$ cat src/rtl/mlp_axis_pkg.sv
// Shared widths, word type and sizing helper for the MLP AXI-Stream output stage.
package mlp_axis_pkg;

  localparam int C_M_AXIS_TDATA_WIDTH_DEF = 32;
  localparam int C_M_AXIS_TSTRB_WIDTH_DEF = C_M_AXIS_TDATA_WIDTH_DEF / 8;

  typedef logic [C_M_AXIS_TDATA_WIDTH_DEF-1:0] mlp_word_t;

  // Bits needed to index n items; never less than 1 so a 1-entry range still has a signal.
  function automatic int clog2_min1(input int n);
    return (n <= 2) ? 1 : $clog2(n);
  endfunction

endpackage

$ cat src/rtl/sync_fifo.sv
// Single-clock first-word-fall-through FIFO; dout shows the head whenever !empty.
module sync_fifo
  import mlp_axis_pkg::*;
#(
  parameter int WIDTH = 32,
  parameter int DEPTH = 16
) (
  input  logic                               clk,
  input  logic                               rst,
  input  logic                               wr_en,
  input  logic [WIDTH-1:0]                   din,
  input  logic                               rd_en,
  output logic [WIDTH-1:0]                   dout,
  output logic                               full,
  output logic                               empty,
  output logic [clog2_min1(DEPTH+1)-1:0]     count
);

  localparam int PW = clog2_min1(DEPTH);
  localparam int CW = clog2_min1(DEPTH + 1);

  logic [WIDTH-1:0] mem [DEPTH];
  logic [PW-1:0]    wr_ptr, rd_ptr;
  logic             wr_ok, rd_ok;

  assign full  = (count == CW'(DEPTH));
  assign empty = (count == '0);
  // Full is judged on the registered count, so a same-cycle read never frees a slot for the write.
  assign wr_ok = wr_en & ~full;
  assign rd_ok = rd_en & ~empty;
  assign dout  = mem[rd_ptr];

  always_ff @(posedge clk) begin
    if (wr_ok) mem[wr_ptr] <= din;
  end

  always_ff @(posedge clk) begin
    if (rst) begin
      wr_ptr <= '0;
      rd_ptr <= '0;
      count  <= '0;
    end else begin
      if (wr_ok) wr_ptr <= wr_ptr + 1'b1;
      if (rd_ok) rd_ptr <= rd_ptr + 1'b1;
      case ({wr_ok, rd_ok})
        2'b10:   count <= count + 1'b1;
        2'b01:   count <= count - 1'b1;
        default: count <= count;
      endcase
    end
  end

endmodule

$ cat src/rtl/axis_master_mlp_out.sv
// MLP result stream out: FIFO buffer, AXIS output register, beat counter for TLAST, status flags.
module axis_master_mlp_out
  import mlp_axis_pkg::*;
#(
  parameter int C_M_AXIS_TDATA_WIDTH = C_M_AXIS_TDATA_WIDTH_DEF,
  parameter int C_FIFO_DEPTH         = 16,
  parameter int C_PKT_LEN            = 10
) (
  input  logic                                M_AXIS_ACLK,
  input  logic                                M_AXIS_ARESET,
  input  logic                                pi_mlp_data_valid,
  input  logic [C_M_AXIS_TDATA_WIDTH-1:0]     pi_mlp_data,
  output logic                                po_mlp_ready,
  output logic                                po_overflow,
  output logic                                po_pkt_done,
  output logic                                M_AXIS_TVALID,
  output logic [C_M_AXIS_TDATA_WIDTH-1:0]     M_AXIS_TDATA,
  output logic [C_M_AXIS_TDATA_WIDTH/8-1:0]   M_AXIS_TSTRB,
  output logic                                M_AXIS_TLAST,
  input  logic                                M_AXIS_TREADY
);

  localparam int W  = C_M_AXIS_TDATA_WIDTH;
  localparam int BW = clog2_min1(C_PKT_LEN);
  localparam int CW = clog2_min1(C_FIFO_DEPTH + 1);
  localparam logic [BW-1:0] LAST_BEAT = BW'(C_PKT_LEN - 1);

  if (C_FIFO_DEPTH < 2 || (C_FIFO_DEPTH & (C_FIFO_DEPTH - 1)) != 0) begin : g_bad_depth
    $error("C_FIFO_DEPTH must be a power of 2 and at least 2");
  end
  if (C_PKT_LEN < 1) begin : g_bad_pkt
    $error("C_PKT_LEN must be at least 1");
  end

  logic          fifo_wr, fifo_rd, fifo_full, fifo_empty;
  logic [W-1:0]  fifo_dout;
  logic [CW-1:0] fifo_count;
  logic          unused_count;

  logic          out_vld;
  logic [W-1:0]  out_data;
  logic [BW-1:0] beat;
  logic          hs;

  assign po_mlp_ready = ~fifo_full & ~M_AXIS_ARESET;
  assign fifo_wr      = pi_mlp_data_valid & po_mlp_ready;
  assign hs           = out_vld & M_AXIS_TREADY;
  // Refill the output register when it is empty or being emptied this cycle.
  assign fifo_rd      = ~fifo_empty & (~out_vld | hs);
  assign unused_count = ^fifo_count;

  sync_fifo #(
    .WIDTH (W),
    .DEPTH (C_FIFO_DEPTH)
  ) u_fifo (
    .clk   (M_AXIS_ACLK),
    .rst   (M_AXIS_ARESET),
    .wr_en (fifo_wr),
    .din   (pi_mlp_data),
    .rd_en (fifo_rd),
    .dout  (fifo_dout),
    .full  (fifo_full),
    .empty (fifo_empty),
    .count (fifo_count)
  );

  always_ff @(posedge M_AXIS_ACLK) begin
    if (M_AXIS_ARESET) begin
      out_vld  <= 1'b0;
      out_data <= '0;
    end else if (fifo_rd) begin
      out_vld  <= 1'b1;
      out_data <= fifo_dout;
    end else if (hs) begin
      out_vld  <= 1'b0;
    end
  end

  always_ff @(posedge M_AXIS_ACLK) begin
    if (M_AXIS_ARESET) begin
      beat        <= '0;
      po_pkt_done <= 1'b0;
      po_overflow <= 1'b0;
    end else begin
      po_pkt_done <= hs & M_AXIS_TLAST;
      if (hs) beat <= (beat == LAST_BEAT) ? '0 : beat + 1'b1;
      if (pi_mlp_data_valid & fifo_full) po_overflow <= 1'b1;
    end
  end

  assign M_AXIS_TVALID = out_vld;
  assign M_AXIS_TDATA  = out_data;
  assign M_AXIS_TSTRB  = '1;
  assign M_AXIS_TLAST  = out_vld & (beat == LAST_BEAT);

endmodule

$ cat config.mk
export PLATFORM = sky130hd
export DESIGN_NAME = axis_master_mlp_out
export DESIGN_NICKNAME = d
export VERILOG_FILES = /design/src/rtl/mlp_axis_pkg.sv /design/src/rtl/sync_fifo.sv /design/src/rtl/axis_master_mlp_out.sv
export SDC_FILE = /design/constraint.sdc
export NUM_CORES = 1
export LEC_CHECK = 0
export ABC_CLOCK_PERIOD_IN_PS = 5290
export CAP_MARGIN = 10
export CORE_MARGIN = 2
export CORE_UTILIZATION = 61
export DETAILED_ROUTE_END_ITERATION = 7
export GPL_ROUTABILITY_DRIVEN = 0
export PLACE_DENSITY = 0.77
export SKIP_LAST_GASP = 1
export SYNTH_ARGS = -nofsm -noshare
export SYNTH_HDL_FRONTEND = slang
export SYNTH_SLANG_ARGS = --single-unit
$ cat constraint.sdc
create_clock -name M_AXIS_ACLK -period 5.29 [get_ports M_AXIS_ACLK]
set_clock_uncertainty 0.15 [all_clocks]
set_input_delay 0.529 -clock M_AXIS_ACLK [delete_from_list [all_inputs] [get_ports M_AXIS_ACLK]]
set_output_delay 0.529 -clock M_AXIS_ACLK [all_outputs]
set_load 0.05 [all_outputs]
# Word level (Yosys, flattened, before mapping)
# Memory sizes are Yosys's and may differ from the RTL's. A register that Yosys moved wholly into a read port is not among the register bits.
# Index checks and enable logic that the tools add are counted.
[classes] n_addsub=5 reduce_logical=3 n_bitwise=14 n_eq_ne=4 muxes=6
[ops] cell="4-bit by 1-bit adder with 4-bit output (second input constant)" n=3
[ops] cell="5-bit case mux with 2 select lines" n=1
[ops] cell="1-bit bitwise AND" n=9
[ops] cell="5-bit by 1-bit adder with 5-bit output (second input constant)" n=1
[ops] cell="5-bit == test (second input constant)" n=1
[ops] cell="5-bit zero test" n=1
[ops] cell="5-bit by 1-bit subtractor with 5-bit output (second input constant)" n=1
[ops] cell="4-bit == test (second input constant)" n=1
[ops] cell="1-bit two-way mux" n=4
[ops] cell="4-bit two-way mux" n=1
[ops] cell="1-bit inverter" n=4
[ops] cell="2-bit nonzero test" n=2
[ops] cell="2-bit by 1-bit == test with 1-bit output (second input constant)" n=1
[ops] cell="2-bit == test (second input constant)" n=1
[ops] cell="1-bit OR" n=1
[totals] ram_bits=512 memories=1 out_inout_bits=41 ff_bits=20 inputBits=36
[memory_table] memory="u_fifo.mem" words=16 width=32 rd=1 rd_clocked_by_memory_dff=1 wr=1 line="sync_fifo.sv:22" source="logic [WIDTH-1:0] mem [DEPTH];"

# Longest topological paths before layout
[depth] depth_word=7 ltp_mapped=13 ltp_nobuf=10

# By module
# Synthesis repeated with hierarchy kept, for this count alone.
[unflattened] cells_unflattened=1021 area_unflattened_um2=21901.0
[modules_own_cells] mod="sync_fifo" area_each_um2=20288.2 seq_area_each_um2=15715.1 cells_per_inst=835 n_inst=1
[modules_own_cells] mod="axis_master_mlp_out" area_each_um2=1612.8 seq_area_each_um2=780.7 cells_per_inst=186 n_inst=1

# Worst setup path before layout
# OpenSTA, ideal clock, no wires.
[synth_path] path_kind="input -> register" from="in M_AXIS_ARESET" to="mem u_fifo.mem[0][0] (enable)" stages=6 setup_ns=0.461 path_buffers=2 arrival_ns=3.521 required_ns=4.679 setup_slack_ns=1.158 path_cell_list="clkbuf_1 inv_1 o211a_1 clkbuf_1 nand2_1 nor3_1"
[synth_between] elab_chain_len=6
[synth_rtl] element="start, declared" line="axis_master_mlp_out.sv:10" source="input logic M_AXIS_ARESET,"
[synth_rtl] element="1-bit inverter" line="axis_master_mlp_out.sv:45" source="assign po_mlp_ready = ~fifo_full & ~M_AXIS_ARESET;"
[synth_rtl] element="1-bit bitwise AND" line="axis_master_mlp_out.sv:45"
[synth_rtl] element="1-bit bitwise AND" line="axis_master_mlp_out.sv:46" source="assign fifo_wr = pi_mlp_data_valid & po_mlp_ready;"
[synth_rtl] element="1-bit bitwise AND" line="sync_fifo.sv:29" source="assign wr_ok = wr_en & ~full;"
[synth_rtl] element="1-bit two-way mux" line="sync_fifo.sv:34" source="if (wr_ok) mem[wr_ptr] <= din;"
[synth_rtl] element="1-bit two-way mux (not written as such)" line="sync_fifo.sv:34"
[synth_rtl] element="end, declared" line="sync_fifo.sv:22"
# No other way between the ends.

# Final worst setup path
[layout_path] from="reg u_fifo.count[1]" to="reg u_fifo.count[4]"
[layout_between] elab_chain_len=7 elab_cells_between_ends=15 classes_between="add/sub: 2; eq/ne: 3; mux: 1; bitwise: 7; reduce/logical: 2"
[layout_rtl] element="start, declared" line="sync_fifo.sv:16" source="output logic [clog2_min1(DEPTH+1)-1:0] count"
[layout_rtl] element="start signal, assigned" line="sync_fifo.sv:46" source="2'b10: count <= count + 1'b1;"
[layout_rtl] element="start signal, assigned" line="sync_fifo.sv:47" source="2'b01: count <= count - 1'b1;"
[layout_rtl] element="start signal, assigned" line="sync_fifo.sv:48" source="default: count <= count;"
[layout_rtl] element="5-bit == test" line="sync_fifo.sv:26" source="assign full = (count == CW'(DEPTH));"
[layout_rtl] element="1-bit inverter" line="sync_fifo.sv:29, axis_master_mlp_out.sv:45"
[layout_rtl] element="1-bit bitwise AND" line="axis_master_mlp_out.sv:45"
[layout_rtl] element="1-bit bitwise AND" line="axis_master_mlp_out.sv:46"
[layout_rtl] element="1-bit bitwise AND" line="sync_fifo.sv:29"
[layout_rtl] element="2-bit by 1-bit == test with 1-bit output or 2-bit == test (tied branches)" line="sync_fifo.sv:45" source="case ({wr_ok, rd_ok})"
[layout_rtl] element="5-bit case mux with 2 select lines or 2-bit nonzero test (tied branches)"
# Parallel ways exist; a longest one is shown, timed or not.
# A chain may end at the register's enable or synchronous reset.

==> impl_metrics.toml <==
[timing]
hold_viol = 0
fin_crit_sh_pct = 58.27
timing.slew.headroom_pct = 17.24
worst_slack_ns = 2.207
min_period_ns = 3.083
holdWs_ns = 0.3381
rsz0062_at_grt = "false"
fin_setup_tns_ns = 0
tightest_slew_ns = 1.238
finalMaxSlewViolations = 0
setup_viol = 0
clock.fmax_mhz = 324.4

[power]
combPwrFrac_pct = 23.1
switching_share_pct = 27.63
power.internal_mw = 8.665
design_power_total_mw = 11.97
p_clk_share_pct = 32.4
p_leak_nw = 7.675
p_sw_mw = 3.309
seq_power_share_pct = 44.5
peakVddDrop_uv = 404.1
powerDensity_nw_per_um2 = 486.3

[floorplanning]
initial_core_util_pct = 62.13
num_rows = 68
ios = 77
coreArea_um2 = 34630
fp.dieH_um = 191.8
die_area_um2 = 36790
die_width_um = 191.8

[grt]
grt_pass1_wl_um = 64800
track_usage_pct = 24.08
grt_max_degree = 67
grt_overflow = 0
antenna_found_initial = 0
grt_pass1_vias = 10420

[final_layout]
synthToLayoutAreaGrowth_pct = 14.45
post-route-util_pct = 71.11
final_cell_count_no_fill = 1589
fill_cells = 1998
design_area_um2 = 24620
drive_gt1_share_pct = 24.43
multi_input_area_um2 = 4920
regArea_um2 = 16430
layout.nets = 1134
diodes = 0

[detailed_routing]
num_vias = 10170
wl_um = 42570
wl_per_cell_um = 26.79
dr.first_iter.drc_count = 894
ant_nets = 0
drtPass1Iterations = 5
vias_per_cell = 6.398
drc_errors = 0

[critical_path]
critical_path.max_fanout = 9
cp_cell_sequence = "or4_4, o211a_1, inv_1, ha_1, xor2_1, ha_1, and3_1, o311a_1, a211o_1"
r2r_cells = 9
r2r_end = "u_fifo.count[4]"
crit_path_end_kind = "flop"
crit_path_frequent_cell = "ha_1"
crit_family = "compound AO/OA/AOI/OAI gates"
cp.buffers_inverters = 1
reg2reg_from = "u_fifo.count[1]"
critPathMaxStageDelay_ns = 0.61
critPathKind = "reg2reg"
required_ns = 5.60
start_kind = "flop"
cp_data_arrival_time_ns = 3.40
slowest_stage = "or4_4"
rrSetupSlack_ns = 2.21

[placed_design]
dpl.hpwl_um = 22370
place_ws_ns = 1.802
dpl-instance-area_um2 = 22810
port_buffers = 72
dp_cells = 1488

[run_status]
status = "finished, final reports clean"

[clock_network]
hold_buffers = 0
cts.sinks = 564
clk_latency_ns = 0.57
cts_resized = 0
cts_tree = "yes"
htree_levels = 2
clockRootBuffer = "clkbuf_16"
post_cts_buffers = 0
clk_path_buf_depth = 3
cts_buffers = 54
clk_pin_slew_worst_paths_ns = 0.06

[synthesis]
synth-edff-count = 512
syn_area_um2 = 21520
ys_ff_latch = 564
synth_flop_cell = "edfxtp_1"
postSynth.asyncResetShare_pct = 0
avgSynthCellArea_um2 = 21.41
seq_area_frac_synth_pct = 76.30
post_synth_num_cell_types = 44
yosys_warnings = 0
netlist_instances = 1005

[flow_run]
cap_violations = 0

[min_path]
holdCritStartpoint = "po_overflow"
hp-class = "reg2reg"
hold_path_end = "po_overflow"
hold_depth = 2
-- cell families (layout without fill, tap and decap cells) --
group	Yosys count	count (layout)	synth area share [%]
other	1	4	0.01743
adder cells (fa/ha/maj)	9	9	0.5234
multiplexers	195	195	16.70
AO/OA/AOI/OAI	60	60	2.408
XOR/XNOR	11	11	0.4478
buffers and inverters	67	193	1.483
flip-flops	564	564	76.30
AND/OR/NAND/NOR	98	98	2.123
-- final cells by class --
| type | instances | area share, % |
|---|---|---|
| clock buffers | 75 | 6.392 |
| clock inverters | 26 | 0.9909 |
| inverters | 5 | 0.07622 |
| multi-input cells | 377 | 19.98 |
| flip-flops and latches | 564 | 66.71 |
| well taps | 455 | 2.312 |
| repair buffers | 87 | 3.537 |
-- Yosys cell counts (2+ instances only) --
library cell	instances	area [um^2]
nor2b_1	2	12.51
o21ai_0	6	30.03
buf_1	8	30.03
buf_4	4	30.03
a221o_1	32	320.3
nand2b_1	4	25.02
nor2_1	60	225.2
inv_1	5	18.77
clkbuf_1	28	105.1
edfxtp_1	512	15370
buf_2	18	90.09
mux4_2	128	2883
and3_1	3	18.77
a31oi_1	3	18.77
mux2i_1	35	350.3
xor2_1	9	78.83
a21oi_1	6	30.03
nand2_1	10	37.54
nand4_1	4	25.02
dfxtp_1	52	1041
nor3_1	7	35.03
ha_1	9	112.6
xnor2_1	2	17.52
o211ai_1	3	22.52
buf_6	4	45.04
o31ai_1	2	15.01
mux2_2	32	360.4
-- worst max path at each step --
stage / startpoint / cells past startpoint / to / slack [ns]
floorplan: M_AXIS_ARESET / 6 / u_fifo.mem[0][0] / 1.16
global placement: M_AXIS_ARESET / 5 / u_fifo.mem[11][22] / 1.85
detailed placement: M_AXIS_ARESET / 5 / u_fifo.mem[11][27] / 1.80
CTS: u_fifo.count[1] / 10 / u_fifo.count[2] / 2.21
global route: u_fifo.count[1] / 10 / u_fifo.count[2] / 2.00
finish: u_fifo.count[1] / 9 / u_fifo.count[4] / 2.21
-- layer usage --
metal / part of all wire (%) / vias up / track usage (%) / routed length (um)
met5: 0 / - / 0 / 0
met4: 2.9 / 0 / 8.107 / 1221
met2: 51 / 411 / 39.96 / 21640
met3: 5.7 / 82 / 3.344 / 2438
li1: - / 4337 / - / -
met1: 41 / 5336 / 33.55 / 17260
-- sequential cells by signal (all words and copies together), names as in the netlist --
name / count
u_fifo.rd_ptr: 4
po_overflow: 1
beat: 4
u_fifo.wr_ptr: 4
M_AXIS_TVALID: 1
M_AXIS_TDATA: 32
po_pkt_done: 1
u_fifo.count: 5
u_fifo.mem: 512
-- placed cells by master, fill, tap and decap left out, drive strengths merged, types with 5 or more instances in the layout --
master	netlist	layout
a221o	32	32
buf	34	15
clkdlybuf4s50	0	72
mux2	32	32
bufinv	0	5
nor3	7	7
dfxtp	52	52
mux4	128	128
a21oi	6	6
nand2	10	10
edfxtp	512	512
mux2i	35	35
xor2	9	9
inv	5	6
clkinv	0	19
o21ai	6	6
clkbuf	28	75
ha	9	9
nor2	60	60
-- worst register-to-register path, delay by kind of cell (launching register included) --
kind,cells,cell delay [ns]
AOI/OAI and AO/OA,3,0.84
xor gates and xnor gates,1,0.12
adders and majority gates,2,0.56
buffers and inverters,1,0.11
DFF,1,0.41
and+or+nand+nor,2,0.79
-- power groups by stage --
stage / Combinational, mW / Clock, mW / Sequential, mW
floorplan: 1.72 / 0 / 5.66
global placement: 2.74 / 0 / 5.41
detailed placement: 2.75 / 0 / 5.42
CTS: 2.80 / 3.93 / 5.33
global route: 2.94 / 4.09 / 5.36
finish: 2.77 / 3.88 / 5.33
(Power assumes the default switching activity.)
